`src/rtl/shift_pipe.sv`:
```
// Pipelined barrel shifter: SLL/SRL/SRA/ROL/ROR/PASS with tag sideband.
// Mux levels are spread over PIPE_STAGES registers under one global advance.
module shift_pipe #(
   parameter  int WIDTH       = 32,
   parameter  int PIPE_STAGES = 2,
   parameter  int TAG_W       = 4,
   localparam int SHW         = $clog2(WIDTH)
) (
   input  logic             clk,
   input  logic             rst,
   input  logic             in_valid,
   output logic             in_ready,
   input  logic [WIDTH-1:0] in_a,
   input  logic [SHW-1:0]   in_amt,
   input  logic [2:0]       in_op,
   input  logic [TAG_W-1:0] in_tag,
   output logic             out_valid,
   input  logic             out_ready,
   output logic [WIDTH-1:0] out_result,
   output logic [TAG_W-1:0] out_tag
);

   typedef enum logic [2:0] {
      OP_SLL = 3'd0,
      OP_SRL = 3'd1,
      OP_SRA = 3'd2,
      OP_ROL = 3'd3,
      OP_ROR = 3'd4
   } op_e;

   function automatic logic [WIDTH-1:0] shift_f(
      input logic [WIDTH-1:0] x,
      input logic [2:0]       op,
      input int               k
   );
      logic [WIDTH-1:0] r;
      case (op)
         OP_SLL:  r = x << k;
         OP_SRL:  r = x >> k;
         OP_SRA:  r = $unsigned($signed(x) >>> k);
         OP_ROL:  r = (x << k) | (x >> (WIDTH - k));
         OP_ROR:  r = (x >> k) | (x << (WIDTH - k));
         default: r = x;
      endcase
      return r;
   endfunction

   logic             adv;
   logic             valid_q [PIPE_STAGES];
   logic [WIDTH-1:0] data_q  [PIPE_STAGES];
   logic [WIDTH-1:0] data_d  [PIPE_STAGES];
   logic [TAG_W-1:0] tag_q   [PIPE_STAGES];
   logic [WIDTH-1:0] din     [PIPE_STAGES];
   logic [2:0]       op_s    [PIPE_STAGES];
   logic [SHW-1:0]   amt_s   [PIPE_STAGES];
   logic [WIDTH-1:0] lvl     [SHW];

   assign adv        = !valid_q[PIPE_STAGES-1] || out_ready;
   assign in_ready   = adv;
   assign out_valid  = valid_q[PIPE_STAGES-1];
   assign out_result = data_q[PIPE_STAGES-1];
   assign out_tag    = tag_q[PIPE_STAGES-1];

   assign din[0]   = in_a;
   assign op_s[0]  = in_op;
   assign amt_s[0] = in_amt;

   // op/amt registers feed the levels of the following stage
   for (genvar s = 1; s < PIPE_STAGES; s++) begin : g_ctl
      logic [2:0]     op_q;
      logic [SHW-1:0] amt_q;

      always_ff @(posedge clk) begin
         if (rst) begin
            op_q  <= '0;
            amt_q <= '0;
         end else if (adv) begin
            op_q  <= op_s[s-1];
            amt_q <= amt_s[s-1];
         end
      end

      assign op_s[s]  = op_q;
      assign amt_s[s] = amt_q;
      assign din[s]   = data_q[s-1];
   end

   for (genvar i = 0; i < SHW; i++) begin : g_lvl
      localparam int S     = (i * PIPE_STAGES) / SHW;
      localparam bit FIRST = (i == 0) ||
                             ((((i - 1) * PIPE_STAGES) / SHW) != S);
      localparam bit LAST  = (i == SHW - 1) ||
                             ((((i + 1) * PIPE_STAGES) / SHW) != S);
      logic [WIDTH-1:0] src;

      if (FIRST) begin : g_first
         assign src = din[S];
      end else begin : g_chain
         assign src = lvl[i-1];
      end

      assign lvl[i] = amt_s[S][i] ? shift_f(src, op_s[S], 2 ** i) : src;

      if (LAST) begin : g_last
         assign data_d[S] = lvl[i];
      end
   end

   always_ff @(posedge clk) begin
      if (rst) begin
         for (int s = 0; s < PIPE_STAGES; s++) begin
            valid_q[s] <= 1'b0;
            data_q[s]  <= '0;
            tag_q[s]   <= '0;
         end
      end else if (adv) begin
         valid_q[0] <= in_valid && in_ready;
         data_q[0]  <= data_d[0];
         tag_q[0]   <= in_tag;
         for (int s = 1; s < PIPE_STAGES; s++) begin
            valid_q[s] <= valid_q[s-1];
            data_q[s]  <= data_d[s];
            tag_q[s]   <= tag_q[s-1];
         end
      end
   end

endmodule

```
`config.mk`:
```
export PLATFORM = sky130hd
export DESIGN_NAME = shift_pipe
export DESIGN_NICKNAME = d
export VERILOG_FILES = /design/src/rtl/shift_pipe.sv
export SDC_FILE = /design/constraint.sdc
export NUM_CORES = 1
export LEC_CHECK = 0
export CORE_MARGIN = 1.5
export CORE_UTILIZATION = 30
export CTS_CLUSTER_DIAMETER = 120
export DETAILED_ROUTE_END_ITERATION = 10
export HOLD_SLACK_MARGIN = 0.08
export PLACE_DENSITY_LB_ADDON = 0.25
export SETUP_SLACK_MARGIN = 0.2
export SYNTH_ARGS = -nofsm -noshare
export SYNTH_HDL_FRONTEND = slang
export SYNTH_SLANG_ARGS = --single-unit
```
`constraint.sdc`:
```
create_clock -name clk -period 6.9 [get_ports clk]
set_input_delay 1.38 -clock clk [delete_from_list [all_inputs] [get_ports clk]]
set_output_delay 1.38 -clock clk [all_outputs]
set_load 0.03 [all_outputs]
```
==> results of run 1 <==
-- layer usage --
| metal | vias up | part of all wire |
|---|---|---|
| li1 | 3454 | - |
| met2 | 398 | 0.45 |
| met5 | - | 0 |
| met1 | 3611 | 0.44 |
| met3 | 73 | 0.075 |
| met4 | 0 | 0.037 |
-- flip-flops by register name, summed over array words and instances, names as in the netlist --
register and count:
data_q 64, g_ctl.amt_q 2, tag_q 8, g_ctl.op_q 3
valid_q 2
-- power by group through the flow --
stage / logic, mW / registers [mW] / clock network (mW)
floorplan: 0.438 / 0.618 / 0
global placement: 0.603 / 0.634 / 0
detailed placement: 0.605 / 0.634 / 0
CTS: 0.606 / 0.623 / 0.465
global route: 0.663 / 0.628 / 0.482
finish: 0.619 / 0.623 / 0.453
-- worst max-delay path, cell delays in order --
cell	delay, ps
clkdlybuf4s50_1	400
nor2b_1	710
inv_1	360
clkdlybuf4s50_1	680
-- cells in the final DEF, fill, tap and decap left out, drive strengths merged, types with 8 or more instances in the layout --
cell,Yosys,final
o21ai,66,66
a211oi,18,18
nor2,115,115
a311oi,8,8
buf,76,23
nor3b,11,11
mux2i,35,35
inv,10,13
edfxtp,74,74
nand2,56,56
o221ai,11,11
a211o,8,8
mux2,9,9
a31oi,18,18
o21a,8,8
clkdlybuf4s50,0,81
a22oi,50,50
or4b,8,8
a221oi,21,21
nor3,15,15
o21bai,10,10
and2,20,20
nor2b,12,12
clkbuf,43,10
o211ai,14,14
a21oi,98,98
-- cell type report --
type                       instances  area [um2]  share of cell area
multi-input combinational        703        4528              0.5295
tap                              324       405.4             0.04740
clock buffer                      10       229.0             0.02677
clock inverter                     6       52.55            0.006145
inverter                          11       41.29            0.004828
sequential                        79        2322              0.2715
timing repair buffer             104       973.4              0.1138
-- worst paths after layout --
path / to / cells after the start
max: in_ready / 4
min: g_ctl[1].amt_q[3]$_SDFFE_PP0N_ / 2
max reg2reg: data_q[0][17]$_SDFFCE_PN0P_ / 6
min reg2reg: g_ctl[1].amt_q[3]$_SDFFE_PP0N_ / 2
-- per-stage QoR --
stage | instances | area (um2) | utilization | worst slack, ps
after floorplan | 912 | 7560 | - | 3154
after global placement | 1221 | 8270 | 0.3371 | 1959
after detailed placement | 1221 | 8270 | 0.3371 | 1938
after CTS | 1237 | 8552 | 0.3486 | 1930
after global routing | 1237 | 8552 | 0.3486 | 1889
final | 1237 | 8552 | 0.3486 | 1983
-- kinds of logic (layout without fill, tap and decap cells) --
kind of cell           after synthesis  after routing
XOR/XNOR                             3              3
flip-flops                          79             79
AO/OA/AOI/OAI                      375            375
multiplexers                        44             44
AND/OR/NAND/NOR                    281            281
buffers and inverters              130            131
==> results.sh, run 1 <==
export IMPL_status="finished clean"
export IMPL_diodes=0
export IMPL_syn_inst=912
export IMPL_drc=0
export IMPL_comb_power_share=0.365
export IMPL_yosys_warnings=0
export IMPL_place_congestion=0.9137
export IMPL_met2_usage=0.2973
export IMPL_ff2ff_setup_slack_ps=4370
export IMPL_p_leak_nw=3.009
export IMPL_cp_arrival_ps=3540
export IMPL_seqPwrFrac=0.368
export IMPL_slew_headroom=0.2024
export IMPL_hold_worst_slack_ps=475.7
export IMPL_ys_top_cells_by_area="edfxtp_1 (29%), a21oi_1 (6.4%), nor2_1 (5.6%)"
export IMPL_internal_power_mw=1.063
export IMPL_drt_wl_total_mm=26.17
export IMPL_cts_root_buf="clkbuf_16"
export IMPL_yosys_area_top_type="edfxtp_1"
export IMPL_clkPwrFrac=0.267
export IMPL_worst_slew_pin_slew_ps=1188
export IMPL_startpoint="out_ready"
export IMPL_io_pins=86
export IMPL_finalHoldViolCount=0
export IMPL_p_switching_mw=0.6330
export IMPL_crit_type="in -> out"
export IMPL_crit_fanout=8
export IMPL_cts_buffer_depth=2
export IMPL_synthFlopType="edfxtp_1"
export IMPL_synth_top_area_share=0.2939
export IMPL_grt_use_met3=0.03984
export IMPL_area_delta_synth_final_pct=13.12
export IMPL_cts_tree="yes"
export IMPL_swShare=0.3733
export IMPL_synth_async_reset_ratio=0
export IMPL_synth_area_mm2=0.007560
export IMPL_grt_max_degree=75
export IMPL_dieWidth_um=161.7
export IMPL_start_util=0.3081
export IMPL_grt_ovfl_total=0
export IMPL_yosys_top_cells_count="nor2_1 (112), a21oi_1 (97), edfxtp_1 (74)"
export IMPL_synth_xor_area_frac=0.008441
export IMPL_ir_drop_mv=0.1269
export IMPL_worst_setup_path_start_kind="primary input"
export IMPL_grt_usage=0.1991
export IMPL_hpwl_mm=18.16
export IMPL_ys_seq_elements=79
export IMPL_grt_pass1_wl_mm=40.93
export IMPL_syn_nets=960
export IMPL_die_area_mm2=0.02616
export IMPL_min_from="g_ctl[1].amt_q[3]$_SDFFE_PP0N_"
export IMPL_die_h_um=161.7
export IMPL_yosysMostFrequentCell="nor2_1"
export IMPL_final_nets=956
export IMPL_antenna_found_initial=0
export IMPL_cap_violations=0
export IMPL_setup_tns_ps=0
export IMPL_drive_gt1_frac=0.09639
export IMPL_num_fill_cells=2568
export IMPL_viasPerCell=6.092
export IMPL_rsz0062_at_grt="no"
export IMPL_cts_max_level=3
export IMPL_fp_coreArea_mm2=0.02453
export IMPL_r2r_start="valid_q[0][1]$_SDFFCE_PN0P_"
export IMPL_drtPass1Iterations=5
export IMPL_ys_seq_area_frac=0.3072
export IMPL_finClkSkew_ps=12.70
export IMPL_cts_resized=0
export IMPL_critPathRequiredTime_ps=5520
export IMPL_yosysUniqueCellTypes=84
export IMPL_total_power_mw=1.696
export IMPL_grt_pass1_vias=6915
export IMPL_synthAdderAreaFrac=0
export IMPL_fin_crit_sh=0.7127
export IMPL_clk_pin_slew_ps=60
export IMPL_vias=7536
export IMPL_drt_iter0_drc=859
export IMPL_powerDensity_mw_per_mm2=198.3
export IMPL_clock_latency_ps=350
export IMPL_synth_area_per_cell_um2=8.289
export IMPL_max_freq_ghz=0.2034
export IMPL_hold_path_class="reg -> reg"
export IMPL_synth_edf_count=74
export IMPL_place_port_buffers=85
export IMPL_clock_sinks=79
export IMPL_ant_nets=0
export IMPL_worstSetupEndpointType="output port"
export IMPL_postCtsHoldBufs=0
export IMPL_synth_compound_area_frac=0.3426
export IMPL_wl_per_cell_um=21.16
export IMPL_num_rows=57
export IMPL_final_max_slew_viol_count=0
export IMPL_setup_viol=0
export IMPL_period_needed_ps=4917
export IMPL_synth_top_family_by_area="compound AO/OA/AOI/OAI gates"
export IMPL_cts_buffers=9
export IMPL_synthSimpleGateAreaFrac=0.1864
export IMPL_cts_setup_buffers=0
export IMPL_grt_use_met1=0.2801
export IMPL_synth_mux_area_frac=0.05975
export IMPL_grt_busiest_layer="met2"
(Power assumes the default switching activity.)
==> inputs of run 2 (changes only) <==
==> constraint.sdc (replaced) <==
create_clock -name clk -period 4.5 [get_ports clk]
set_input_delay 0.9 -clock clk [delete_from_list [all_inputs] [get_ports clk]]
set_output_delay 0.9 -clock clk [all_outputs]
set_load 0.03 [all_outputs]
==> results.sh, run 2 (synthesis gave the netlist of run 1 again) <==
export IMPL_place_port_buffers=85
export IMPL_drc=0
export IMPL_min_from="g_ctl[1].amt_q[3]$_SDFFE_PP0N_"
export IMPL_regMostFlops="data_q"
export IMPL_max_freq_ghz=0.2711
export IMPL_crit_fanout=43
export IMPL_ir_drop_mv=0.2048
export IMPL_cts_tree="yes"
export IMPL_wl_per_cell_um=21.39
export IMPL_rsz0062_at_grt="no"
export IMPL_hold_path_class="reg -> reg"
export IMPL_cp_cell_sequence="buf_2 -> xor2_4 -> nor2_2 -> nand2_1 -> o221ai_1 -> o21ai_0 -> a31oi_1"
export IMPL_hold_depth=2
export IMPL_antenna_found_initial=0
export IMPL_setup_tns_ps=0
export IMPL_r2r_start="valid_q[0][1]$_SDFFCE_PN0P_"
export IMPL_grt_pass1_vias=6991
export IMPL_viasPerCell=5.968
export IMPL_start_util=0.3081
export IMPL_cts_root_buf="clkbuf_16"
export IMPL_postCtsHoldBufs=0
export IMPL_hpwl_mm=19.38
export IMPL_slew_headroom=0.1826
export IMPL_worst_slew_pin_slew_ps=1218
export IMPL_grt_ovfl_total=0
export IMPL_diodes=0
export IMPL_dieWidth_um=161.7
export IMPL_cp_arrival_ps=3860
export IMPL_fin_crit_sh=0.8197
export IMPL_grt_max_degree=75
export IMPL_die_h_um=161.7
export IMPL_clkPwrFrac=0.288
export IMPL_grt_usage=0.2074
export IMPL_cts_resized=0
export IMPL_cts_buffers=9
export IMPL_dp_cells=1239
export IMPL_min_to="g_ctl[1].amt_q[3]$_SDFFE_PP0N_"
export IMPL_final_common_cell="nor2_1"
export IMPL_drt_wl_total_mm=26.82
export IMPL_clock_latency_ps=340
export IMPL_r2r_worst_path_cells=5
export IMPL_powerDensity_mw_per_mm2=310.6
export IMPL_final_cell_mix="nor2_1 (111), a21oi_1 (97), clkdlybuf4s50_1 (81)"
export IMPL_clock_sinks=79
export IMPL_drtPass1Iterations=7
export IMPL_ant_nets=0
export IMPL_area_delta_synth_final_pct=15.31
export IMPL_swShare=0.3541
export IMPL_grt_pass1_wl_mm=42.02
export IMPL_critPathRequiredTime_ps=4670
export IMPL_place_congestion=0.9465
export IMPL_worst_setup_path_start_kind="primary input"
export IMPL_num_rows=57
export IMPL_drt_iter0_drc=676
export IMPL_largest_reg_flops=64
export IMPL_clk_pin_slew_ps=60
export IMPL_drive_gt1_frac=0.1129
export IMPL_status="finished clean"
export IMPL_io_pins=86
export IMPL_finalHoldViolCount=0
export IMPL_vias=7484
export IMPL_setup_viol=0
export IMPL_worstSetupEndpointType="flip-flop"
export IMPL_final_max_slew_viol_count=0
export IMPL_cts_buffer_depth=2
export IMPL_largestRegisters="data_q: 64 flops, tag_q: 8 flops, g_ctl.op_q: 3 flops"
export IMPL_final_cells=1254
export IMPL_final_nets=974
export IMPL_die_area_mm2=0.02616
export IMPL_ff2ff_setup_slack_ps=2230
export IMPL_cap_violations=0
export IMPL_seqPwrFrac=0.354
export IMPL_cts_setup_buffers=0
export IMPL_p_leak_nw=3.118
export IMPL_slowest_stage="nor2_2"
export IMPL_p_switching_mw=0.9586
export IMPL_comb_power_share=0.358
export IMPL_cts_max_level=3
export IMPL_fp_coreArea_mm2=0.02453
export IMPL_crit_type="in -> reg"
export IMPL_period_needed_ps=3689
export IMPL_r2r_end="data_q[0][7]$_SDFFCE_PN0P_"
export IMPL_slowest_delay_ps=730
export IMPL_finClkSkew_ps=12.39
export IMPL_internal_power_mw=1.749
==> run 2: changes by cell type in the layout (fill, tap and decap cells not counted), sizes merged <==
cell	previous run	this run
buf	23	41
inv	13	11
clkinvlp	2	0
clkinv	2	3
bufinv	0	2
==> run 2: per-layer routing <==
layer  vias up  track usage  part of all wire
li1       3485            -                 -
met1      3565       0.2860              0.44
met2       377       0.3090              0.44
met3        57      0.04699             0.081
met4         0      0.09133             0.036
met5         -            0                 0
==> run 2: worst max-delay path by stage <==
stage | start | to
5_1_grt | in_op[1] | data_q[0][0]$_SDFFCE_PN0P_
4_1_cts | in_op[1] | data_q[0][28]$_SDFFCE_PN0P_
2_1_floorplan | out_ready | data_q[0][0]$_SDFFCE_PN0P_
3_5_place_dp | in_op[1] | data_q[0][28]$_SDFFCE_PN0P_
6_report | in_op[1] | data_q[0][28]$_SDFFCE_PN0P_
3_3_place_gp | in_op[1] | data_q[0][18]$_SDFFCE_PN0P_
==> run 2: power groups by stage <==
stage | sequential (mW) | combinational (mW) | clock [mW]
final | 0.957 | 0.970 | 0.780
after global routing | 0.964 | 1.05 | 0.817
after CTS | 0.957 | 0.952 | 0.793
after detailed placement | 0.973 | 0.950 | 0
after global placement | 0.971 | 0.950 | 0
after floorplan | 0.948 | 0.672 | 0
==> run 2: layout make-up <==
type                       instances  area, um2
clock buffer                      10      229.0
clock inverter                     5      82.58
fill                            2643      15820
inverter                          11      41.29
multi-input combinational        703       4528
sequential                        79       2322
tap                              324      405.4
timing repair buffer             122       1109
==> run 2: stage by stage <==
| stage | hold WS (ps) | power, mW | instance area, um2 | utilization | worst slack (ps) |
|---|---|---|---|---|---|
| 6_report | 482.8 | 2.707 | 8717 | 0.3553 | 811.3 |
| 2_1_floorplan | 429.6 | 1.620 | 7560 | - | 1234 |
| 5_1_grt | 501.2 | 2.829 | 8717 | 0.3553 | 523.5 |
| 3_3_place_gp | 463.5 | 1.921 | 8406 | 0.3426 | 539.6 |
| 4_1_cts | 482.9 | 2.703 | 8717 | 0.3553 | 876.9 |
| 3_5_place_dp | 475.0 | 1.923 | 8406 | 0.3426 | 516.8 |
==> run 2: critical path: cells and delay by family <==
family | cells | cell delay, ps
AO/OA/AOI/OAI | 3 | 770
XOR/XNOR | 1 | 460
buffers and inverters | 1 | 680
AND/OR/NAND/NOR | 2 | 1040
